--- src/rtl/mercury_ps2_pkg.sv ---
// mercury_ps2_pkg
// Shared definitions for the Mercury PS/2 keyboard receiver:
//   - frame FSM state encoding
//   - scan-code prefix bytes (extended / break)
//   - default filter depth and mid-frame stall limit
//   - odd-parity helper used when accepting a frame
package mercury_ps2_pkg;

  typedef enum logic [1:0] {
    ST_IDLE   = 2'd0,
    ST_DATA   = 2'd1,
    ST_PARITY = 2'd2,
    ST_STOP   = 2'd3
  } ps2_state_e;

  localparam logic [7:0] PS2_EXT = 8'hE0;
  localparam logic [7:0] PS2_BRK = 8'hF0;

  localparam int PS2_FILTER_LEN_DEF  = 8;
  localparam int PS2_TIMEOUT_CYC_DEF = 50000;

  // PS/2 uses odd parity: data bits plus parity bit must hold an odd number of ones.
  function automatic logic odd_parity_ok(input logic [7:0] data, input logic par);
    return ^{data, par};
  endfunction

endpackage

--- src/rtl/mercury_ps2_filter.sv ---
// mercury_ps2_filter
// Brings the raw PS/2 pins into app_clk space and de-glitches the clock line.
// Ports:
//   app_clk   in  : sole clock
//   app_rst   in  : synchronous active-high reset
//   ps2_clk   in  : raw PS/2 clock pin (asynchronous)
//   ps2_data  in  : raw PS/2 data pin (asynchronous)
//   clk_f     out : filtered PS/2 clock, changes only after FILTER_LEN agreeing samples
//   fall      out : one-cycle strobe in the cycle clk_f goes 1->0
//   data_s    out : synchronized PS/2 data
module mercury_ps2_filter
  import mercury_ps2_pkg::*;
#(
  parameter int FILTER_LEN = PS2_FILTER_LEN_DEF
) (
  input  logic app_clk,
  input  logic app_rst,
  input  logic ps2_clk,
  input  logic ps2_data,
  output logic clk_f,
  output logic fall,
  output logic data_s
);

  logic [1:0]            clk_sync;
  logic [1:0]            data_sync;
  logic [FILTER_LEN-2:0] hist;
  logic [FILTER_LEN-1:0] window;

  // The current synchronized sample counts as the newest history entry, so a
  // pin edge reaches clk_f after exactly 2 + FILTER_LEN cycles.
  assign window = {hist, clk_sync[1]};
  assign data_s = data_sync[1];

  always_ff @(posedge app_clk) begin
    if (app_rst) begin
      clk_sync  <= 2'b11;
      data_sync <= 2'b11;
      hist      <= '1;
      clk_f     <= 1'b1;
      fall      <= 1'b0;
    end else begin
      clk_sync  <= {clk_sync[0], ps2_clk};
      data_sync <= {data_sync[0], ps2_data};
      hist      <= window[FILTER_LEN-2:0];
      fall      <= 1'b0;
      if (window == '1) begin
        clk_f <= 1'b1;
      end else if (window == '0) begin
        clk_f <= 1'b0;
        fall  <= clk_f;
      end
    end
  end

endmodule

--- src/rtl/mercury_ps2_rx.sv ---
// mercury_ps2_rx
// PS/2 keyboard receiver: deserializes 11-bit device-to-host frames and folds
// the E0 (extended) and F0 (break) prefixes into single key events.
// Ports:
//   app_clk     in     : sole clock (50 MHz)
//   app_rst     in     : synchronous active-high reset
//   ps2_clk     in     : raw PS/2 clock pin
//   ps2_data    in     : raw PS/2 data pin
//   byte_valid  out    : pulse, good raw byte received
//   byte_data   out[8] : last good raw byte (held)
//   key_valid   out    : pulse, complete key event
//   key_code    out[8] : scan code of last key event (held)
//   key_ext     out    : last key event was E0-prefixed (held)
//   key_rel     out    : last key event was a release (held)
//   frame_err   out    : pulse, parity or stop-bit failure
//   timeout_err out    : pulse, frame stalled mid-way
//   busy        out    : frame in progress
//
// state  | meaning
// IDLE   | waiting for a start bit (falling clk_f with data 0)
// DATA   | shifting in 8 data bits, LSB first
// PARITY | waiting for the parity bit
// STOP   | waiting for the stop bit, then accept or reject the frame
module mercury_ps2_rx
  import mercury_ps2_pkg::*;
#(
  parameter int FILTER_LEN  = PS2_FILTER_LEN_DEF,
  parameter int TIMEOUT_CYC = PS2_TIMEOUT_CYC_DEF
) (
  input  logic       app_clk,
  input  logic       app_rst,
  input  logic       ps2_clk,
  input  logic       ps2_data,
  output logic       byte_valid,
  output logic [7:0] byte_data,
  output logic       key_valid,
  output logic [7:0] key_code,
  output logic       key_ext,
  output logic       key_rel,
  output logic       frame_err,
  output logic       timeout_err,
  output logic       busy
);

  localparam int WD_W = (TIMEOUT_CYC > 2) ? $clog2(TIMEOUT_CYC) : 1;
  // The error is registered, so fire one count early: timeout_err then shows
  // up in the cycle the count would have reached TIMEOUT_CYC-1.
  localparam logic [WD_W-1:0] WD_FIRE = WD_W'(TIMEOUT_CYC - 2);

  logic clk_f, fall, data_s;
  logic clk_f_q;
  logic clk_edge;

  ps2_state_e state, state_nxt;
  logic [2:0] bit_cnt, bit_cnt_nxt;
  logic [7:0] shreg, shreg_nxt;
  logic       par_bit, par_bit_nxt;
  logic       accept, reject, wd_fire;

  logic [WD_W-1:0] wd_cnt;
  logic            ext_pend, rel_pend;

  mercury_ps2_filter #(
    .FILTER_LEN (FILTER_LEN)
  ) u_filter (
    .app_clk  (app_clk),
    .app_rst  (app_rst),
    .ps2_clk  (ps2_clk),
    .ps2_data (ps2_data),
    .clk_f    (clk_f),
    .fall     (fall),
    .data_s   (data_s)
  );

  assign clk_edge = clk_f ^ clk_f_q;
  assign busy     = (state != ST_IDLE);

  always_ff @(posedge app_clk) begin
    if (app_rst) begin
      state   <= ST_IDLE;
      bit_cnt <= 3'd0;
      shreg   <= 8'd0;
      par_bit <= 1'b0;
    end else begin
      state   <= state_nxt;
      bit_cnt <= bit_cnt_nxt;
      shreg   <= shreg_nxt;
      par_bit <= par_bit_nxt;
    end
  end

  always_comb begin
    state_nxt   = state;
    bit_cnt_nxt = bit_cnt;
    shreg_nxt   = shreg;
    par_bit_nxt = par_bit;
    accept      = 1'b0;
    reject      = 1'b0;
    wd_fire     = 1'b0;
    // A clk_f edge restarts the watchdog, so it takes precedence over a stall.
    if (state != ST_IDLE && !clk_edge && wd_cnt == WD_FIRE) begin
      wd_fire   = 1'b1;
      state_nxt = ST_IDLE;
    end else if (fall) begin
      unique case (state)
        ST_IDLE: begin
          if (!data_s) begin
            shreg_nxt   = 8'd0;
            bit_cnt_nxt = 3'd0;
            state_nxt   = ST_DATA;
          end
        end
        ST_DATA: begin
          shreg_nxt   = {data_s, shreg[7:1]};
          bit_cnt_nxt = bit_cnt + 3'd1;
          if (bit_cnt == 3'd7) state_nxt = ST_PARITY;
        end
        ST_PARITY: begin
          par_bit_nxt = data_s;
          state_nxt   = ST_STOP;
        end
        ST_STOP: begin
          if (data_s && odd_parity_ok(shreg, par_bit)) accept = 1'b1;
          else                                         reject = 1'b1;
          state_nxt = ST_IDLE;
        end
        default: state_nxt = ST_IDLE;
      endcase
    end
  end

  always_ff @(posedge app_clk) begin
    if (app_rst) begin
      clk_f_q     <= 1'b1;
      wd_cnt      <= '0;
      byte_valid  <= 1'b0;
      byte_data   <= 8'd0;
      frame_err   <= 1'b0;
      timeout_err <= 1'b0;
      key_valid   <= 1'b0;
      key_code    <= 8'd0;
      key_ext     <= 1'b0;
      key_rel     <= 1'b0;
      ext_pend    <= 1'b0;
      rel_pend    <= 1'b0;
    end else begin
      clk_f_q <= clk_f;

      if (state == ST_IDLE || clk_edge) wd_cnt <= '0;
      else                              wd_cnt <= wd_cnt + 1'b1;

      byte_valid  <= accept;
      frame_err   <= reject;
      timeout_err <= wd_fire;
      if (accept) byte_data <= shreg;

      key_valid <= 1'b0;
      if (frame_err || timeout_err) begin
        ext_pend <= 1'b0;
        rel_pend <= 1'b0;
      end else if (byte_valid) begin
        if (byte_data == PS2_EXT) begin
          ext_pend <= 1'b1;
        end else if (byte_data == PS2_BRK) begin
          rel_pend <= 1'b1;
        end else begin
          key_valid <= 1'b1;
          key_code  <= byte_data;
          key_ext   <= ext_pend;
          key_rel   <= rel_pend;
          ext_pend  <= 1'b0;
          rel_pend  <= 1'b0;
        end
      end
    end
  end

endmodule

--- config.mk ---
export PLATFORM = sky130hd
export DESIGN_NAME = mercury_ps2_rx
export DESIGN_NICKNAME = d
export VERILOG_FILES = /design/src/rtl/mercury_ps2_pkg.sv /design/src/rtl/mercury_ps2_filter.sv /design/src/rtl/mercury_ps2_rx.sv
export SDC_FILE = /design/constraint.sdc
export NUM_CORES = 1
export LEC_CHECK = 0
export CAP_MARGIN = 20
export CORE_UTILIZATION = 50
export DETAILED_ROUTE_END_ITERATION = 6
export PLACE_DENSITY = 0.71
export SETUP_SLACK_MARGIN = 0.3
export SLEW_MARGIN = 15
export SYNTH_ARGS = -nofsm -noshare
export SYNTH_HDL_FRONTEND = slang
export SYNTH_SLANG_ARGS = --single-unit
export TNS_END_PERCENT = 30
--- constraint.sdc ---
create_clock -name app_clk -period 4.6 [get_ports app_clk]
set_input_delay 0.46 -clock app_clk [delete_from_list [all_inputs] [get_ports app_clk]]
set_output_delay 0.46 -clock app_clk [all_outputs]
set_load 0.05 [all_outputs]
# Yosys cells after proc, flatten, opt, wreduce, memory -nomap -nowiden
# Cells that the tools add are included.
totals:
  ff_bits: 68
  input_bits: 4
  out_inout_bits: 23
  word_cells: 84
op_classes:
  n_addsub: 2
  n_eq_ne: 11
  mux: 17
  bitwise: 9
  reduce_logical: 24
op_table:
  columns: ["cell", "count"]
  rows:
  - ["8-bit == test, second input constant", 3]
  - ["16-bit by 1-bit adder with 16-bit output, second input constant", 1]
  - ["16-bit == test, second input constant", 1]
  - ["8-bit one-hot mux with 2 select lines", 1]
  - ["1-bit 2-to-1 mux", 10]
  - ["9-bit XOR reduction", 1]
  - ["8-bit zero test", 1]
  - ["8-bit 2-to-1 mux", 1]
  - ["1-bit inverter", 8]
  - ["2-bit one-hot mux with 4 select lines", 1]
  - ["4-bit AND reduction", 2]
  - ["2-bit OR reduction", 4]
  - ["4-bit OR reduction", 2]
  - ["2-bit != test, second input constant", 3]
  - ["3-bit one-hot mux with 2 select lines", 1]
  - ["3-bit AND reduction", 2]
  - ["2-bit == test, second input constant", 2]
  - ["2-bit 2-to-1 mux", 2]
  - ["2-bit AND reduction", 2]
  - ["2-bit nonzero test", 2]
  - ["3-bit by 1-bit adder with 3-bit output, second input constant", 1]
  - ["3-bit == test, second input constant", 1]
  - ["1-bit logical AND", 3]
  - ["3-bit 2-to-1 mux", 1]
  - ["other kinds (6)", 7]

# Longest topological paths before layout
# Gate-level depths: netlist of the first run.
depth:
  depth_word: 6
  mapped_depth: 8

# By module
# A second synthesis of the first run with hierarchy kept.
unflattened:
  hier_cells: 293
  hier_area_um2: 2952.8
by_module_without_submodules:
  columns: ["module", "instances", "cells_each", "area_each_um2", "seq_area_each_um2"]
  rows:
  - ["mercury_ps2_rx", 1, 259, 2537.4, 1101.1]
  - ["mercury_ps2_filter", 1, 34, 415.4, 260.2]

# Least setup slack after synthesis of the first run
# No wires, ideal clock.
synth_path:
  kind: "register -> register"
  start: "register byte_data[7]"
  end: "register key_code[4]"
  arrival_ps: 1736
  path_slack_ps: 2736
  path_stages_with_launch: 7
  period_less_slack_ps: 1864
  path_cell_list: "dfxtp_1 nand4b_1 o41ai_1 or3_1 buf_2 mux2i_1 nor2_1"
synth_between:
  elab_chain_len: 3
  elab_cells_between_ends: 5
  cone_classes: "eq/ne (2); bitwise (2); reduce/logical (1)"
synth_lines:
  columns: ["item", "line", "rtl"]
  rows:
  - ["from (decl)", "mercury_ps2_rx.sv:35", "output logic [7:0] byte_data,"]
  - ["from (signal assigned)", "mercury_ps2_rx.sv:155", "if (accept) byte_data <= shreg;"]
  - ["8-bit == test, on equally long branches", "mercury_ps2_rx.sv:164, mercury_ps2_rx.sv:162", null]
  - ["1-bit inverter (no line)", null, null]
  - ["4-bit AND reduction (no line) (*)", null, null]
  - ["to (signal assigned)", "mercury_ps2_rx.sv:168", "key_code <= byte_data;"]
  - ["to (decl)", "mercury_ps2_rx.sv:37", "output logic [7:0] key_code,"]
# Mark *: on every way between the ends. The rest lies on a longest branch, timed or not.
# A chain may end at the register's enable or synchronous reset.

# Final worst setup path of the first run
layout_path:
  start: "register state[1]"
  end: "output port busy"
layout_between:
  elab_chain_len: 1
layout_lines:
  columns: ["item", "line", "rtl"]
  rows:
  - ["from (decl)", "mercury_ps2_rx.sv:54", "ps2_state_e state, state_nxt;"]
  - ["from (signal assigned)", "mercury_ps2_rx.sv:85", "state <= state_nxt;"]
  - ["2-bit nonzero test", "mercury_ps2_rx.sv:76", "assign busy = (state != ST_IDLE);"]
  - ["to (decl)", "mercury_ps2_rx.sv:42", "output logic busy"]
# Every way passes these cells.

==> results of run 1 <==
[power groups by stage]
stage,Clock [mW],Combinational (mW),Sequential (mW)
floorplan,0,0.00994,0.605
global placement,0,0.0137,0.605
detailed placement,0,0.0137,0.605
CTS,0.503,0.0137,0.592
global route,0.520,0.0153,0.592
finish,0.487,0.0137,0.592
[metal layers]
metal  wire length (µm)  GRT usage (%)  up-vias  share of wire [%]
met4                 71          9.623        0                1.4
li1                   -              -     1065                  -
met3                131          3.882        8                2.6
met1               2439          22.30      978                 49
met2               2331          29.03       29                 47
met5                  0              0        -                  0
[worst max-delay path, stage by stage (launching register included)]
cell and delay, ps:
dfxtp_1 380, inv_1 90, ha_1 240, inv_1 90
clkdlybuf4s50_1 800
[through the flow]
step                total power, mW  setup WS [ps]  instance area, µm²  utilization, %
global route                  1.127           2113                3358           60.99
CTS                           1.108           2190                3351           60.85
detailed placement           0.6190           2201                3149           57.19
global placement             0.6190           2278                3149           57.19
finish                        1.093           2209                3358           60.99
floorplan                    0.6149           2736                2859               -
[registers in the layout, summed over array words and instances (netlist names), 2 cells and up]
name and cells:
byte_data 8, u_filter.data_sync 2, state 2, wd_cnt 16, bit_cnt 3, u_filter.clk_sync 2
key_code 8, u_filter.hist 7, shreg 8
[layout by cell type, fill, tap and decap left out, types with 2 or more instances in the layout]
cell             netlist  final
xnor2_1                7      7
clkbuf_8               0     10
dfxtp_1               68     68
ha_1                   9      9
clkdlybuf4s50_1        0     26
xor2_1                10     10
nor3_1                 5      5
clkinvlp_4             0      2
nand2b_1               2      2
nand2_1               22     22
or2_2                 12     12
mux2i_1               19     19
buf_4                  2      3
nor4b_1                2      2
nor2b_1                3      3
nand3_1                6      6
o21ai_1               10     10
a21oi_1               18     18
clkinv_2               0      2
nand4_1                5      5
or2b_1                15     15
nor4_1                 3      3
or3_1                  7      7
and4_1                 3      3
nor2_1                30     30
inv_1                  8      8
o21ai_0                6      6
and2_1                 2      2
[cell families after synthesis]
| group | count (synthesis) |
|---|---|
| and+or+nand+nor | 123 |
| DFF | 68 |
| AOI/OAI and AO/OA | 40 |
| buffers and inverters | 21 |
| muxes | 19 |
| xor gates and xnor gates | 18 |
| adders and majority gates | 9 |
[worst paths after layout]
kind	startpoint	end	slack (ps)
worst max-delay path	state[1]$_SDFFE_PP0P_	busy	2210
worst max register to register	state[1]$_SDFFE_PP0P_	byte_data[0]$_SDFFE_PP0P_	2510
worst min register to register	u_filter.clk_sync[0]$_SDFF_PP1_	u_filter.clk_sync[1]$_SDFF_PP1_	410
worst min-delay path	u_filter.clk_sync[0]$_SDFF_PP1_	u_filter.clk_sync[1]$_SDFF_PP1_	410
[cell type report]
cell class | count | area [µm²]
Clock inverter | 6 | 63.81
Tap cell | 72 | 90.09
Multi-Input combinational cell | 209 | 1393
Inverter | 8 | 30.03
Fill cell | 494 | 2148
Sequential cell | 68 | 1361
Timing Repair Buffer | 29 | 282.8
Clock buffer | 10 | 137.6
==> results by group, run 1 <==
Run status
  • Status: completed

Detailed routing
  • DRT Pass-1 Iters: 4
  • Routed len/inst: 12.37 µm
  • DR vias: 2080
  • Post-Route WL: 4973 µm
  • Iter 0 DRT Violations: 116
  • DRC violations left: 0
  • ANT nets after route: 0
  • Vias/cell: 5.174

Layout
  • Number of diodes: 0
  • Final Net Count: 338
  • Area grow syn2layout: 17.46%
  • Final Non-Filler Cells: 402
  • Share of cells above drive strength 1: 10.91%

Pwr
  • P_sw: 233.2 µW
  • Seq pwr share: 54.2%
  • Switching Share: 21.34%
  • Pleak: 1.241 nW
  • Cell Int Power: 859.5 µW
  • Max VDD drop: 0.0002273 V
  • Pwr/cell area: 325.4 nW/µm²
  • Clock power frac: 44.6%
  • Comb power frac: 1.3%

Placed design
  • Number of I/O port buffers: 26
  • Placed cells: 385
  • Placer Congestion: 0.7521
  • Detailed Place HPWL: 3382 µm

Synth
  • Ys async rst share: 0%
  • Post-synth EDFFs: 0
  • Register bit total from synthesis: 68
  • Area leader, netlist: dfxtp_1
  • Multiplexer share of the synthesized area: 6.652%
  • Adder-cell share of the synthesized area: 3.939%
  • Synth cell count leaders: 68 x dfxtp_1, 30 x nor2_1, 22 x nand2_1
  • Distinct cell type count after synthesis: 40
  • Most common flop cell mapped by yosys: dfxtp_1
  • Syn Area/Cell: 9.594 µm²
  • Synthesized area: 2859 µm²
  • XOR/XNOR Fraction of Synth Area: 5.996%
  • Combinational family with the most area after synthesis: simple AND/OR/NAND/NOR gates
  • Synth Net Count: 311
  • Top-count cell post-synth: dfxtp_1
  • Post-Synthesis Cells: 298
  • Post-Synth Simple-Gate Area: 24.46%
  • Top cell type's share of synthesized area: 47.61%
  • Synth Warn #: 0
  • Seq/Total Area, Yosys: 47.61%
  • Ranking of synthesized cells by area: dfxtp_1 48%, mux2i_1 6.7%, ha_1 3.9%
  • Post-synthesis compound-gate area fraction: 7.659%

Setup path
  • Crit-path max FO: 5
  • FF-to-FF path depth: 7
  • Crit start category: flop
  • Crit path DAT: 1930 ps
  • Crit path capture type: output pin
  • Worst EP required: 4140 ps
  • Critical path class: flop to output pin

Run
  • Max-cap violations: 0

Timing
  • RSZ-0062 raised after global routing: no
  • Final setup fails: 0
  • Post-Route Setup TNS: 0 ps
  • Clk_skew: 7.614 ps
  • Worst hold slack: 409.2 ps
  • Final hold violations: 0
  • Fin crit share: 51.98%
  • Min Tclk post-route: 2391 ps
  • Pins Over Slew Limit: 0
  • Fmax: 418.3 MHz
  • Slew HR: 52.11%
  • Worst-margin pin slew: 715.8 ps

Min path
  • Hold Path Cell Cnt: 1
  • Hold Path Class: flop to flop

CTS
  • Root buf cell: clkbuf_8
  • H-tree depth: 3
  • Clock tree buffer depth: 2
  • Hold buffer count at cts: 0
  • Clock transition at the registers of the reported paths: 70 ps
  • # clock sinks: 68
  • CTS tree: yes
  • Resize count post-CTS: 0
  • Cts bufs inserted: 9
  • Clock Latency Late Sink: 340 ps
  • Post-CTS Setup Bufs: 0

Floorplan
  • Initial Utilization: 51.92%
  • Row cnt: 27
  • Top Ports: 27
  • Core Area: 5507 µm²
  • Total die area: 6024 µm²
  • DIE WIDTH: 77.62 µm
  • Chip height: 77.62 µm

Global route
  • Total GRT Usage: 17.96%
  • First-pass GRT wire length: 8383 µm
  • Largest net degree at the start of global routing: 60
  • Vias in the first global route: 1877
  • Global route total overflow: 0
  • Antenna violations before repair: 0
(Power assumes the default switching activity.)
==> run 2, diff against run 1 <==
clock period = 2.3 ns   (was 4.6 ns; I/O delays follow)
==> run 2 against run 1 <==
  * Register-to-register slack got worse by 2100 ps
  * Sequential cell count unchanged
  * Sequential share of layout area decreased by 0.51 points
  * Non-clock buffer count increased by 1
  * Final area increased by 1.3%
  * Total power increased by 110%
  * Clock power increased by 130%
  * Critical path type is now flop to flop
  * Clock-buffer cell count increased by 1
  * Clock skew decreased by 1.0 ps
==> results by group, run 2 (synthesis gave the netlist of run 1 again) <==
Detailed routing
  • Iter 0 DRT Violations: 139
  • DR vias: 2084
  • DRC violations left: 0
  • ANT nets after route: 0
  • Routed len/inst: 12.52 µm
  • Vias/cell: 5.171
  • Post-Route WL: 5045 µm
  • DRT Pass-1 Iters: 4

Pwr
  • Pwr/cell area: 685.5 nW/µm²
  • Clock power frac: 48.0%
  • Seq pwr share: 50.8%
  • P_sw: 465.1 µW
  • Max VDD drop: 0.0004011 V
  • Switching Share: 19.95%
  • Comb power frac: 1.2%
  • Cell Int Power: 1.866 mW
  • Pleak: 1.272 nW
  • Pwr Total: 2.331 mW

Placed design
  • Pre-CTS setup slack: 388.4 ps
  • Placed cells: 387
  • Number of I/O port buffers: 26
  • Placed standard-cell area: 3164 µm²
  • Placer Congestion: 0.7331
  • Detailed Place HPWL: 3492 µm

Timing
  • Post-Route Setup TNS: 0 ps
  • Worst Slack Setup Final: 430.4 ps
  • Clk_skew: 6.593 ps
  • Slew HR: 58.06%
  • Final hold violations: 0
  • Worst-margin pin slew: 626.7 ps
  • Min Tclk post-route: 1870 ps
  • Fin crit share: 81.29%
  • Final setup fails: 0
  • RSZ-0062 raised after global routing: no
  • Worst hold slack: 410.7 ps
  • Pins Over Slew Limit: 0
  • Fmax: 534.9 MHz

Global route
  • Global route total overflow: 0
  • First-pass GRT wire length: 8956 µm
  • Vias in the first global route: 1973
  • Antenna violations before repair: 0
  • Total GRT Usage: 19.11%
  • Largest net degree at the start of global routing: 40

Setup path
  • Crit path capture type: flop
  • Crit start category: flop
  • Critical path class: flop to flop
  • Crit-path max FO: 8
  • Crit-path cells: inv_1 -> ha_2 -> nor2_1 -> and4b_2 -> nor4b_2 -> buf_4 -> mux2i_1
  • Worst EP required: 2570 ps
  • Max incr delay on CP: 340 ps
  • Critical-path top delay cell: dfxtp_1
  • Crit path DAT: 2140 ps

Layout
  • Final Net Count: 339
  • Commonest non-fill, non-tap cell in the layout: dfxtp_1
  • FILL cells: 481
  • Max reg flops: 16
  • Most frequent cells in the layout: 68 x dfxtp_1, 30 x nor2_1, 25 x clkdlybuf4s50_1
  • Cell area after layout: 3401 µm²
  • Most flop-heavy register: wd_cnt
  • Final Non-Filler Cells: 403
  • Number of diodes: 0
  • Final Core Density: 61.76%
  • Area grow syn2layout: 18.95%
  • Share of cells above drive strength 1: 11.78%

Floorplan
  • Top Ports: 27
  • Chip height: 77.62 µm
  • Core Area: 5507 µm²
  • Initial Utilization: 51.92%
  • Row cnt: 27
  • DIE WIDTH: 77.62 µm
  • Total die area: 6024 µm²

Run status
  • Status: completed

CTS
  • H-tree depth: 3
  • Root buf cell: clkbuf_8
  • Clock Latency Late Sink: 340 ps
  • # clock sinks: 68
  • Cts bufs inserted: 9
  • Clock tree buffer depth: 2
  • Post-CTS Setup Bufs: 0
  • Clock transition at the registers of the reported paths: 70 ps
  • CTS tree: yes

Min path
  • Hold Path Class: flop to flop

Run
  • Max-cap violations: 0
## run 2: cell count changes in the layout (fill, tap and decap cells not counted), sizes merged
cell,previous run,this run
clkinvlp,2,0
buf,3,4
bufinv,1,2
clkbuf,10,11
clkdlybuf4s50,26,25
clkinv,3,2
dlygate4sd2,0,1
inv,8,9
## run 2: routing by layer
| layer | up-vias | GRT usage (%) | routed length [µm] |
|---|---|---|---|
| met5 | - | 0 | 0 |
| met4 | 0 | 10.19 | 97 |
| met3 | 9 | 4.353 | 161 |
| met2 | 36 | 31.95 | 2489 |
| met1 | 976 | 22.72 | 2297 |
| li1 | 1063 | - | - |
## run 2: power groups by stage
stage / sequential [mW] / clock (mW) / combinational (mW)
after floorplan: 1.21 / 0 / 0.0199
after global placement: 1.21 / 0 / 0.0289
after global routing: 1.18 / 1.21 / 0.0322
after CTS: 1.18 / 1.15 / 0.0295
final: 1.18 / 1.12 / 0.0289
after detailed placement: 1.21 / 0 / 0.0293
## run 2: worst max-delay path: cells and delay by family, from the launching register on
kind	cells	cell delay (ps)
flip-flops	1	340
AND/OR/NAND/NOR	3	670
adder cells (fa/ha/maj)	1	240
buffers and inverters	2	350
multiplexers	1	200
## run 2: what timing repair did
action                     in CTS  in global routing
hold buffers                    0                  0
pin swaps                       0                  0
resized for setup               1                  2
setup endpoints to repair       1                 15
## run 2: area by class of cell
cell class | count | area (µm²) | area share [%]
clock inverters | 5 | 82.58 | 2.428
inverters | 8 | 30.03 | 0.8830
repair buffers | 30 | 289.0 | 8.499
well taps | 72 | 90.09 | 2.649
multi-input cells | 209 | 1396 | 41.06
flip-flops and latches | 68 | 1361 | 40.03
clock buffers | 11 | 151.4 | 4.452
## run 2: final timing paths
check,cells past startpoint,start,to,slack (ps)
worst min-delay path,1,u_filter.clk_sync[0]$_SDFF_PP1_,u_filter.clk_sync[1]$_SDFF_PP1_,410
worst min register to register,1,u_filter.clk_sync[0]$_SDFF_PP1_,u_filter.clk_sync[1]$_SDFF_PP1_,410
worst max-delay path,7,state[0]$_SDFFE_PP0P_,byte_data[5]$_SDFFE_PP0P_,430
worst max register to register,7,state[0]$_SDFFE_PP0P_,byte_data[5]$_SDFFE_PP0P_,430
